<file path="config.mk">
export PLATFORM = sky130hd
export DESIGN_NAME = module_bus_demux3
export DESIGN_NICKNAME = d
export VERILOG_FILES = /design/src/rtl/bus_demux_pkg.sv /design/src/rtl/module_bus_demux3_sel3.sv /design/src/rtl/module_bus_demux3.sv
export SDC_FILE = /design/constraint.sdc
export NUM_CORES = 1
export LEC_CHECK = 0
export ABC_AREA = 1
export ABC_CLOCK_PERIOD_IN_PS = 1610
export BUFFER_PORTS_ARGS = -buffer_cell sky130_fd_sc_hd__buf_4
export CAP_MARGIN = 25
export CELL_PAD_IN_SITES_DETAIL_PLACEMENT = 1
export CELL_PAD_IN_SITES_GLOBAL_PLACEMENT = 1
export CORE_UTILIZATION = 31
export DETAILED_ROUTE_END_ITERATION = 16
export MAX_ROUTING_LAYER = met4
export PLACE_DENSITY = 0.8
export SLEW_MARGIN = 20
export SYNTH_ARGS = -nofsm -noshare
export SYNTH_HDL_FRONTEND = slang
export SYNTH_SLANG_ARGS = --single-unit
</file>
<file path="constraint.sdc">
create_clock -name clk_i -period 1.61 [get_ports clk_i]
set_input_delay 0.0805 -clock clk_i [delete_from_list [all_inputs] [get_ports clk_i]]
set_output_delay 0.0805 -clock clk_i [all_outputs]
set_load 0.02 [all_outputs]
</file>
<file path="src/rtl/bus_demux_pkg.sv">
// Shared types and constants for the three-target bus demultiplexer.
package bus_demux_pkg;

    typedef enum logic [1:0] {
        IDLE = 2'b00,
        WAIT = 2'b01,
        RESP = 2'b10
    } state_e;

    localparam logic [1:0] T0       = 2'b00;
    localparam logic [1:0] T1       = 2'b01;
    localparam logic [1:0] T2       = 2'b10;
    localparam logic [1:0] UNMAPPED = 2'b11;

    function automatic logic [2:0] tgt_onehot(input logic [1:0] code);
        logic [2:0] oh;
        case (code)
            T0:      oh = 3'b001;
            T1:      oh = 3'b010;
            T2:      oh = 3'b100;
            default: oh = 3'b000;
        endcase
        return oh;
    endfunction

endpackage

</file>
<file path="src/rtl/module_bus_demux3_sel3.sv">
// 3:1 data selector driven by a 2-bit target code; the unused code yields zero.
module bus_demux_sel3
    import bus_demux_pkg::*;
#(
    parameter int WIDTH = 32
) (
    input  logic [1:0]       sel_i,
    input  logic [WIDTH-1:0] in0_i,
    input  logic [WIDTH-1:0] in1_i,
    input  logic [WIDTH-1:0] in2_i,
    output logic [WIDTH-1:0] y_o
);

    // Select one of the three inputs by target code.
    always_comb begin
        y_o = {WIDTH{1'b0}};
        case (sel_i)
            T0:      y_o = in0_i;
            T1:      y_o = in1_i;
            T2:      y_o = in2_i;
            default: y_o = {WIDTH{1'b0}};
        endcase
    end

endmodule

</file>
<file path="src/rtl/module_bus_demux3.sv">
// Single-outstanding bus demultiplexer: routes one request to one of three
// targets by the top address bits, with timeout and unmapped-address errors.
module module_bus_demux3
    import bus_demux_pkg::*;
#(
    parameter int ADDR_WIDTH = 32,
    parameter int DATA_WIDTH = 32,
    parameter int TIMEOUT    = 16
) (
    input  logic                  clk_i,
    input  logic                  rst_n_i,
    input  logic                  req_valid_i,
    output logic                  req_ready_o,
    input  logic                  req_we_i,
    input  logic [ADDR_WIDTH-1:0] req_addr_i,
    input  logic [DATA_WIDTH-1:0] req_wdata_i,
    output logic                  rsp_valid_o,
    input  logic                  rsp_ready_i,
    output logic [DATA_WIDTH-1:0] rsp_rdata_o,
    output logic                  rsp_err_o,
    output logic [2:0]            t_sel_o,
    output logic                  t_we_o,
    output logic [ADDR_WIDTH-1:0] t_addr_o,
    output logic [DATA_WIDTH-1:0] t_wdata_o,
    input  logic [DATA_WIDTH-1:0] t_rdata0_i,
    input  logic [DATA_WIDTH-1:0] t_rdata1_i,
    input  logic [DATA_WIDTH-1:0] t_rdata2_i,
    input  logic [2:0]            t_ack_i
);

    localparam logic [7:0] LP_CNT_LAST = 8'(TIMEOUT - 1);

    state_e                r_state;
    state_e                w_state_nxt;
    logic [7:0]            r_cnt;
    logic [7:0]            w_cnt_nxt;
    logic [1:0]            r_tgt;
    logic [1:0]            w_tgt_nxt;
    logic [1:0]            w_code;
    logic [2:0]            w_sel_nxt;
    logic                  w_we_nxt;
    logic [ADDR_WIDTH-1:0] w_addr_nxt;
    logic [DATA_WIDTH-1:0] w_wdata_nxt;
    logic                  w_valid_nxt;
    logic [DATA_WIDTH-1:0] w_rdata_nxt;
    logic                  w_err_nxt;
    logic [DATA_WIDTH-1:0] w_sel_rdata;
    logic                  w_ack_hit;

    assign w_code      = req_addr_i[ADDR_WIDTH-1:ADDR_WIDTH-2];
    assign req_ready_o = (r_state == IDLE);
    // Only the ack of the currently selected target counts; others are masked.
    assign w_ack_hit   = |(t_ack_i & t_sel_o);

    bus_demux_sel3 #(
        .WIDTH (DATA_WIDTH)
    ) u_sel (
        .sel_i (r_tgt),
        .in0_i (t_rdata0_i),
        .in1_i (t_rdata1_i),
        .in2_i (t_rdata2_i),
        .y_o   (w_sel_rdata)
    );

    // Next-state and next-output decode.
    always_comb begin
        w_state_nxt = r_state;
        w_cnt_nxt   = r_cnt;
        w_tgt_nxt   = r_tgt;
        w_sel_nxt   = t_sel_o;
        w_we_nxt    = t_we_o;
        w_addr_nxt  = t_addr_o;
        w_wdata_nxt = t_wdata_o;
        w_valid_nxt = rsp_valid_o;
        w_rdata_nxt = rsp_rdata_o;
        w_err_nxt   = rsp_err_o;
        case (r_state)
            IDLE: begin
                w_sel_nxt   = 3'b000;
                w_valid_nxt = 1'b0;
                if (req_valid_i) begin
                    w_we_nxt    = req_we_i;
                    w_addr_nxt  = req_addr_i;
                    w_wdata_nxt = req_wdata_i;
                    w_tgt_nxt   = w_code;
                    w_cnt_nxt   = 8'd0;
                    if (w_code == UNMAPPED) begin
                        w_state_nxt = RESP;
                        w_valid_nxt = 1'b1;
                        w_err_nxt   = 1'b1;
                        w_rdata_nxt = {DATA_WIDTH{1'b0}};
                    end else begin
                        w_state_nxt = WAIT;
                        w_sel_nxt   = tgt_onehot(w_code);
                    end
                end else begin
                    w_state_nxt = IDLE;
                end
            end
            WAIT: begin
                // An ack on the last counted cycle still beats the timeout.
                if (w_ack_hit) begin
                    w_state_nxt = RESP;
                    w_sel_nxt   = 3'b000;
                    w_valid_nxt = 1'b1;
                    w_err_nxt   = 1'b0;
                    w_rdata_nxt = t_we_o ? {DATA_WIDTH{1'b0}} : w_sel_rdata;
                end else if (r_cnt == LP_CNT_LAST) begin
                    w_state_nxt = RESP;
                    w_sel_nxt   = 3'b000;
                    w_valid_nxt = 1'b1;
                    w_err_nxt   = 1'b1;
                    w_rdata_nxt = {DATA_WIDTH{1'b0}};
                end else begin
                    w_cnt_nxt = r_cnt + 8'd1;
                end
            end
            RESP: begin
                if (rsp_ready_i) begin
                    w_state_nxt = IDLE;
                    w_valid_nxt = 1'b0;
                    w_err_nxt   = 1'b0;
                    w_rdata_nxt = {DATA_WIDTH{1'b0}};
                end else begin
                    w_state_nxt = RESP;
                end
            end
            default: begin
                w_state_nxt = IDLE;
                w_sel_nxt   = 3'b000;
                w_valid_nxt = 1'b0;
                w_err_nxt   = 1'b0;
                w_rdata_nxt = {DATA_WIDTH{1'b0}};
                w_cnt_nxt   = 8'd0;
            end
        endcase
    end

    // State, counter and all registered outputs.
    always_ff @(posedge clk_i or negedge rst_n_i) begin
        if (!rst_n_i) begin
            r_state     <= IDLE;
            r_cnt       <= 8'd0;
            r_tgt       <= T0;
            t_sel_o     <= 3'b000;
            t_we_o      <= 1'b0;
            t_addr_o    <= {ADDR_WIDTH{1'b0}};
            t_wdata_o   <= {DATA_WIDTH{1'b0}};
            rsp_valid_o <= 1'b0;
            rsp_rdata_o <= {DATA_WIDTH{1'b0}};
            rsp_err_o   <= 1'b0;
        end else begin
            r_state     <= w_state_nxt;
            r_cnt       <= w_cnt_nxt;
            r_tgt       <= w_tgt_nxt;
            t_sel_o     <= w_sel_nxt;
            t_we_o      <= w_we_nxt;
            t_addr_o    <= w_addr_nxt;
            t_wdata_o   <= w_wdata_nxt;
            rsp_valid_o <= w_valid_nxt;
            rsp_rdata_o <= w_rdata_nxt;
            rsp_err_o   <= w_err_nxt;
        end
    end

endmodule

</file>
* Yosys cells after proc, flatten, opt, wreduce, memory -nomap -nowiden
Cells that the tools add are included.
** Operators by class
- Add/subtract/negate cells :: 1
- Shift-type cells :: 0
- Equal/unequal tests :: 14
- Divide/modulo/power cells :: 0
- Multiply operators :: 0
- Muxes and demuxes :: 34
- Bitwise operators :: 2
- Reductions and logical operators :: 9
- $lt $le $gt $ge :: 0
** Operators with widths (count)
- $mux 32 :: 6
- $pmux 32 s3 :: 2
- $mux 8 :: 3
- $pmux 8 s3 :: 1
- $pmux 3 s3 :: 2
- $mux 3 :: 4
- $mux 2 :: 5
- $add 8x1->8 const B :: 1
- $eq 2x2->1 const B :: 4
- $eq 8x4->1 const B :: 1
- $mux 1 :: 8
- $ne 2x2->1 const B :: 4
- $reduce_and 4->1 :: 2
- $eq 2x1->1 const B :: 3
- $logic_not 2->1 :: 3
- $pmux 1 s3 :: 2
- $pmux 2 s3 :: 1
- $reduce_and 2->1 :: 3
- $and 3x3->3 :: 1
- $ne 3x3->1 const B :: 1
- $reduce_or 3->1 :: 1
- $ne 2x1->1 const B :: 1
- $not 1->1 :: 1
** Word-level totals
- Input port bits :: 168
- ROM bits :: 0
- Bits in writable memories :: 0
- Memories :: 0
- Word-level logic and storage cells :: 70
- Output and inout bits :: 103
- Latch bits :: 0
- Flip-flop bits (word level) :: 114

* Depth between registers and ports, before layout
Gate-level depths: netlist of run 1.
- Depth in word-level cells :: 5
- Depth in mapped cells :: 9
- Mapped depth without buffers :: 9

* Modules after synthesis
From an unflattened synthesis of run 1, not the netlist that was laid out.
** Second synthesis, totals
- Cell total of the unflattened synthesis :: 672
- Area total of the unflattened synthesis :: 5275.1 sq um
** By module, submodules not included
- module_bus_demux3 :: cells each 524, times used 1, seq. area each 2802.7 sq um, area an instance 4493.1 sq um
- bus_demux_sel3 :: cells each 148, times used 1, seq. area each 0.0 sq um, area an instance 782.0 sq um

* Worst setup path after synthesis of run 1
Ideal clock, no wire load.
- Path type :: register to register
- Start point :: reg r_cnt[0]
- End point :: reg rsp_rdata_o[0]
- Arrival time :: 1.329 ns
- Period minus slack after synthesis :: 1.446 ns
- Required time :: 1.493 ns
- Buffers on the path :: 1
- Setup slack :: 0.164 ns
- Library setup time :: 0.117 ns
- Cell stages (with the launch flop) :: 10
- Cell sequence :: dfrtp_1 -> ha_1 -> nand2_2 -> nor2_2 -> nand3_1 -> nand3_2 -> nand3_4 -> buf_6 -> nand2_1 -> nand2_1
** On the way
- Longest elaborated chain between the ends :: 3
** RTL lines
- start: declaration :: line module_bus_demux3.sv:35 : logic [7:0] r_cnt;
- start signal: assignment :: line module_bus_demux3.sv:154 : r_cnt <= w_cnt_nxt;
- $eq 8x4->1 :: line module_bus_demux3.sv:108 : end else if (r_cnt == LP_CNT_LAST) begin
- $ne 3x3->1 (no source line)
- $reduce_and 4->1 (no source line)
- end signal: assignment :: line module_bus_demux3.sv:150 : rsp_rdata_o <= {DATA_WIDTH{1'b0}};
- end signal: assignment :: line module_bus_demux3.sv:161 : rsp_rdata_o <= w_rdata_nxt;
- end: declaration :: line module_bus_demux3.sv:19 : output logic [DATA_WIDTH-1:0] rsp_rdata_o,
No other way between the ends.
A chain may end at the register's enable or synchronous reset.

* Worst setup path in the final report of run 1
- Start point :: reg r_cnt[0]
- End point :: reg rsp_rdata_o[12]
The elaborated chain is that of the path after synthesis.

==> qor.txt, run 1 <==
Pwr per Cell Area -> 1630 nW/um^2
IO buf count -> 270
CTS clock-pin slew for the worst setup and hold paths -> 70 ps
Setup_tns -> 0 ps
Startpoint Class -> flop
Later-pin clock latency in the skew report -> 340 ps
DRT antenna net count -> 0
Final Instance Area -> 8520 um^2
1st-pass router iterations -> 4
Hold depth -> 5
Top-area cell type share of the netlist area -> 0.543
GRT Overall Usage -> 0.246
Sequential element share of the synthesized area -> 0.543
Layout area overhead -> 65.1%
Vias in the first global route -> 5888
Mean Syn Cell Area -> 7.71 um^2
Die Span X -> 131 um
Vias post-DR -> 5766
Wirelength per Cell -> 17.1 um
Clock share of power -> 0.152
Final nets -> 1175
I/O Pins -> 271
GRT overflow -> 0
DR iter-0 viols -> 116
Critical path class -> reg -> reg
CTS max path bufs -> 2
Reg2Reg Depth -> 9
Core box area -> 16100 um^2
Clk_skew -> 8.75 ps
Largest net degree at the start of global routing -> 49
Reg2reg setup slack -> 80 ps
VDD IR-drop max -> 0.000790 V
Synth Instances -> 669
Overall routed net length -> 21000 um
Final Setup Violations -> 0
Sw Ratio -> 0.448
Synth Register Bits -> 112
Final Hold Fails -> 0
Initial Util -> 0.321
CTS tree -> built
Pre-CTS setup slack -> 63.2 ps
Status -> completed
Worst R2R End -> rsp_rdata_o[12]
Total die area -> 17200 um^2
Worst setup margin -> 78.8 ps
First-pass GRT wire length -> 30800 um
Seq pwr share -> 0.325
H-tree lvl count -> 3
F_max -> 653 MHz
Cell Area, Placed -> 7530 um^2
Tmin final -> 1530 ps
FF-to-FF Start -> r_cnt[0]
Slew Viols, Final -> 0
Sink Count -> 112
Largest area contributor in the netlist -> dfrtp_1
Leakage -> 4.71 nW
Routability cong. -> 0.799
Worst Path Arrival -> 1770 ps
Row count -> 46
Filler instances -> 1918
Netlist cell types -> 27
Yosys warnings -> 0
DRC -> 0
Worst slew margin -> 0.719
Vias/cell -> 4.70
Crit path max fanout -> 33
Internal -> 7.66 mW
Hold Crit Class -> in -> reg
Root buffer cell -> clkbuf_16
Synthesized net count -> 838
HPWL after detailed placement -> 13600 um
Hold EP -> rsp_rdata_o[18]
Antenna violations before repair -> 1
CP endpoint kind -> flop
Combinational share of power -> 0.524
Slew @ Worst Pin -> 421 ps
WP data required -> 1840 ps
CTS buffer count -> 9
Layout cell share with drive strength beyond 1 -> 0.330
Mapped Area -> 5160 um^2
Net Switching -> 6.22 mW
Max cap viols -> 0
Hold path start -> t_rdata1_i[18]
Tcrit/Tclk final -> 0.951
Die Ht -> 131 um
Top post-synthesis cells by area -> dfrtp_1 54%, nand2_1 30%, nand3_1 4.3%
[cell families after synthesis]
| family | after synthesis | synth area share |
|---|---|---|
| simple gates | 499 | 0.392 |
| flops | 112 | 0.543 |
| buf+inv | 44 | 0.0461 |
| compound gates | 10 | 0.0114 |
| xor+xnor | 3 | 0.00509 |
| fa+ha+maj | 1 | 0.00242 |
[registers in the layout, indices dropped and copies added (netlist names)]
| signal | flops |
|---|---|
| t_sel_o | 3 |
| t_addr_o | 32 |
| t_we_o | 1 |
| r_state | 2 |
| t_wdata_o | 32 |
| rsp_valid_o | 1 |
| rsp_err_o | 1 |
| rsp_rdata_o | 32 |
| r_cnt | 8 |
[through the flow]
step	hold slack (ps)	util	cells	total power, mW
after floorplan	-215	-	669	8.19
after global placement	42.2	0.469	1142	11.2
after detailed placement	39.6	0.469	1142	11.4
after CTS	35.4	0.527	1223	13.7
after global routing	57.5	0.531	1227	14.7
final	47.3	0.531	1227	13.9
[layout by cell type, fill, tap and decap left out, types with 3 or more instances in the layout]
cell type / Yosys / layout
nor2_4: 3 / 5
dfrtp_1: 112 / 112
nand3_1: 44 / 43
buf_12: 0 / 10
nor2_1: 15 / 12
nand2_1: 416 / 415
nor2_2: 3 / 4
nand3_4: 1 / 3
clkbuf_16: 0 / 9
inv_1: 13 / 13
dlygate4sd3_1: 0 / 66
buf_4: 2 / 277
o21ai_0: 7 / 7
nand2_2: 11 / 11
[Yosys cell counts]
| cell | n |
|---|---|
| nand4_1 | 2 |
| nor2_2 | 3 |
| nor2_4 | 3 |
| inv_1 | 13 |
| inv_2 | 2 |
| nand3_4 | 1 |
| nand3_1 | 44 |
| buf_2 | 11 |
| xnor2_1 | 1 |
| ha_1 | 1 |
| o21ai_2 | 1 |
| nor3b_1 | 1 |
| or2_2 | 1 |
| buf_8 | 1 |
| nand3_2 | 2 |
| buf_6 | 5 |
| o211ai_1 | 1 |
| nand2_2 | 11 |
| buf_4 | 2 |
| o21ai_0 | 7 |
| inv_4 | 1 |
| xor2_1 | 2 |
| nor2_1 | 15 |
| a21boi_0 | 1 |
| nand2_1 | 416 |
| dfrtp_1 | 112 |
| clkbuf_1 | 9 |
[worst max-delay path by stage]
stage	slack (ps)	start	end
final	80	r_cnt[0]	rsp_rdata_o[12]
after global routing	-30	r_cnt[0]	t_sel_o[1]
after CTS	30	r_cnt[0]	t_sel_o[1]
after detailed placement	60	r_cnt[0]	t_sel_o[1]
after global placement	150	r_cnt[0]	t_sel_o[2]
after floorplan	160	r_cnt[0]	rsp_rdata_o[0]
[routing by layer]
metal  wire [um]  track usage
met2       10600        0.430
met4         280       0.0568
met1        8220        0.278
met5           0            -
met3        1840       0.0700
[area by class of cell]
cell class,count,area [um^2],share of cell area
antenna,1,2.50,0.000294
clock buffer,10,229,0.0269
clock inverter,5,33.8,0.00396
inverter,16,62.6,0.00734
multi-input combinational,513,2170,0.254
sequential,112,2800,0.329
tap,216,270,0.0317
timing repair buffer,354,2950,0.346
[worst max-delay path: stages, from the launching register on]
cell	delay, ps
dfrtp_1	390
ha_2	230
nand2_4	70
nor2_4	130
nand3_4	100
nand3_4	100
nand3_4	80
buf_12	170
nand2_1	80
nand2_1	60
[timing repair]
| action | 4_1_cts | 5_1_grt |
|---|---|---|
| hold endpoints to repair | 93 | 0 |
| endpoints found under the setup margin | 0 | 44 |
| hold buffers | 66 | 0 |
| gates resized for setup | 0 | 8 |
| setup buffers | 0 | 3 |
[power groups by stage]
stage / clock network, mW / registers [mW] / logic (mW)
2_1_floorplan: 0 / 5.49 / 2.70
3_3_place_gp: 0 / 4.44 / 6.80
3_5_place_dp: 0 / 4.47 / 6.94
4_1_cts: 2.16 / 4.44 / 7.07
5_1_grt: 2.25 / 4.61 / 7.88
6_report: 2.10 / 4.50 / 7.27
(Power assumes the default switching activity.)
==> run 2, diff against run 1 <==
- ABC_CLOCK_PERIOD_IN_PS: 1610 -> 1930
- CAP_MARGIN: 25 -> 20
- CORE_UTILIZATION: 31 -> 33
- PLACE_DENSITY: 0.8 -> 0.84
- clock period: 1.61 -> 1.93 ns (I/O delays scaled with it)
==> qor.txt, run 2 (same netlist as run 1, synthesis figures left out) <==
Later-pin clock latency in the skew report -> 350 ps
F_max -> 584 MHz
Pwr per Cell Area -> 1370 nW/um^2
Vias/cell -> 4.74
Status -> completed
Layout area overhead -> 62.7%
CTS buffer count -> 9
Tmin final -> 1710 ps
Row count -> 45
Antenna cells -> 0
Setup_tns -> 0 ps
DRC -> 0
Final nets -> 1166
CTS clock-pin slew for the worst setup and hold paths -> 80 ps
Total die area -> 16100 um^2
Clk_skew -> 11.9 ps
CTS tree -> built
Worst Path Arrival -> 1950 ps
Die Span X -> 127 um
Final Instance Area -> 8400 um^2
Crit path buf inv count -> 0
Pre-CTS setup slack -> 97.6 ps
Vias in the first global route -> 5964
Overall routed net length -> 20500 um
Commonest non-fill, non-tap cells in the layout -> 416 x nand2_1, 274 x buf_4, 112 x dfrtp_1
Tcrit/Tclk final -> 0.887
Root buffer cell -> clkbuf_16
IO buf count -> 270
Top delay family on crit path -> simple AND/OR/NAND/NOR gates
Critical path class -> reg -> reg
Vias post-DR -> 5746
I/O Pins -> 271
Sink Count -> 112
RSZ-0062 raised after global routing -> no
DR iter-0 viols -> 149
Largest net degree at the start of global routing -> 69
Crit path max fanout -> 17
H-tree lvl count -> 3
Filler instances -> 1864
Worst setup margin -> 219 ps
DRT antenna net count -> 0
Leakage -> 4.66 nW
Startpoint Class -> flop
Cell Area, Placed -> 7420 um^2
Hold Crit Class -> in -> reg
Routability cong. -> 0.774
Layout cell share with drive strength beyond 1 -> 0.323
Final Hold Fails -> 0
Max cap viols -> 0
Commonest non-fill, non-tap cell in the layout -> nand2_1
HPWL after detailed placement -> 12700 um
First-pass GRT wire length -> 31700 um
VDD IR-drop max -> 0.000866 V
1st-pass router iterations -> 4
CP endpoint kind -> flop
Initial Util -> 0.338
Die Ht -> 127 um
Final Setup Violations -> 0
Crit path cell chain -> ha_1 -> nand2_2 -> nor2_2 -> nand3_1 -> nand3_4 -> nand3_4 -> nand2_1 -> nand2_1
GRT Overall Usage -> 0.261
Slew Viols, Final -> 0
Slew @ Worst Pin -> 583 ps
Worst slew margin -> 0.611
Core box area -> 15300 um^2
CTS max path bufs -> 2
Critical path's largest stage delay -> 390 ps
Wirelength per Cell -> 16.9 um
Antenna violations before repair -> 0
Crit path max-delay cell type -> dfrtp_1
WP data required -> 2170 ps
GRT overflow -> 0
Largest registers -> rsp_rdata_o x32, t_addr_o x32, t_wdata_o x32
run 2: cell type report:
cell class,count,area [um^2],area share
clock buffers,10,239,0.0285
clock inverters,6,65.1,0.00775
inverters,16,62.6,0.00745
multi-input cells,514,2160,0.257
flip-flops and latches,112,2800,0.334
well taps,211,264,0.0314
repair buffers,344,2810,0.334
run 2: what timing repair did:
action                                  in CTS  in global routing
endpoints found under the setup margin       0                 33
hold buffers                                65                  0
resized for setup                            0                  2
setup buffers                                0                  0
endpoints found under the hold margin      101                  0
run 2: stage by stage:
stage                util  std cells  total power [mW]  hold WS, ps
finish              0.550       1213              11.5         39.5
global placement    0.486       1131              9.07          133
CTS                 0.549       1212              11.3         3.69
detailed placement  0.486       1131              9.22          140
floorplan               -        669              6.83         -199
global route        0.550       1213              12.3         34.6
run 2: worst reg2reg max path: cells and delay by family (launching register included):
family        cells  cell delay, ps
simple gates      7            1010
flops             1             390
fa+ha+maj         1             200
run 2: worst paths after layout:
check	from	end	slack [ps]	depth (start not counted)
worst max-delay path	r_cnt[0]	rsp_rdata_o[16]	220	8
max in group asynchronous	rst_n_i	rsp_rdata_o[28]	1010	3
worst min register to register	t_addr_o[29]	t_addr_o[29]	480	2
worst min-delay path	req_addr_i[26]	t_addr_o[26]	40	3
worst max register to register	r_cnt[0]	rsp_rdata_o[16]	220	8
min in group asynchronous	rst_n_i	rsp_rdata_o[3]	280	2
run 2: metal layers:
layer  wire length, um  vias up  share of wire  global-route usage
li1                  -     2707              -                   -
met1              8230     2761           0.40               0.309
met2             10200      243           0.50               0.442
met3              1620       35          0.079              0.0595
met4               406        0          0.020              0.0840
met5                 0        -              0                   -
run 2: where the power goes:
| part | switching [mW] | total (mW) | internal, mW |
|---|---|---|---|
| logic | 3.72 | 5.85 | 2.13 |
| clock network | 0.877 | 1.93 | 1.05 |
| registers | 0.591 | 3.75 | 3.16 |
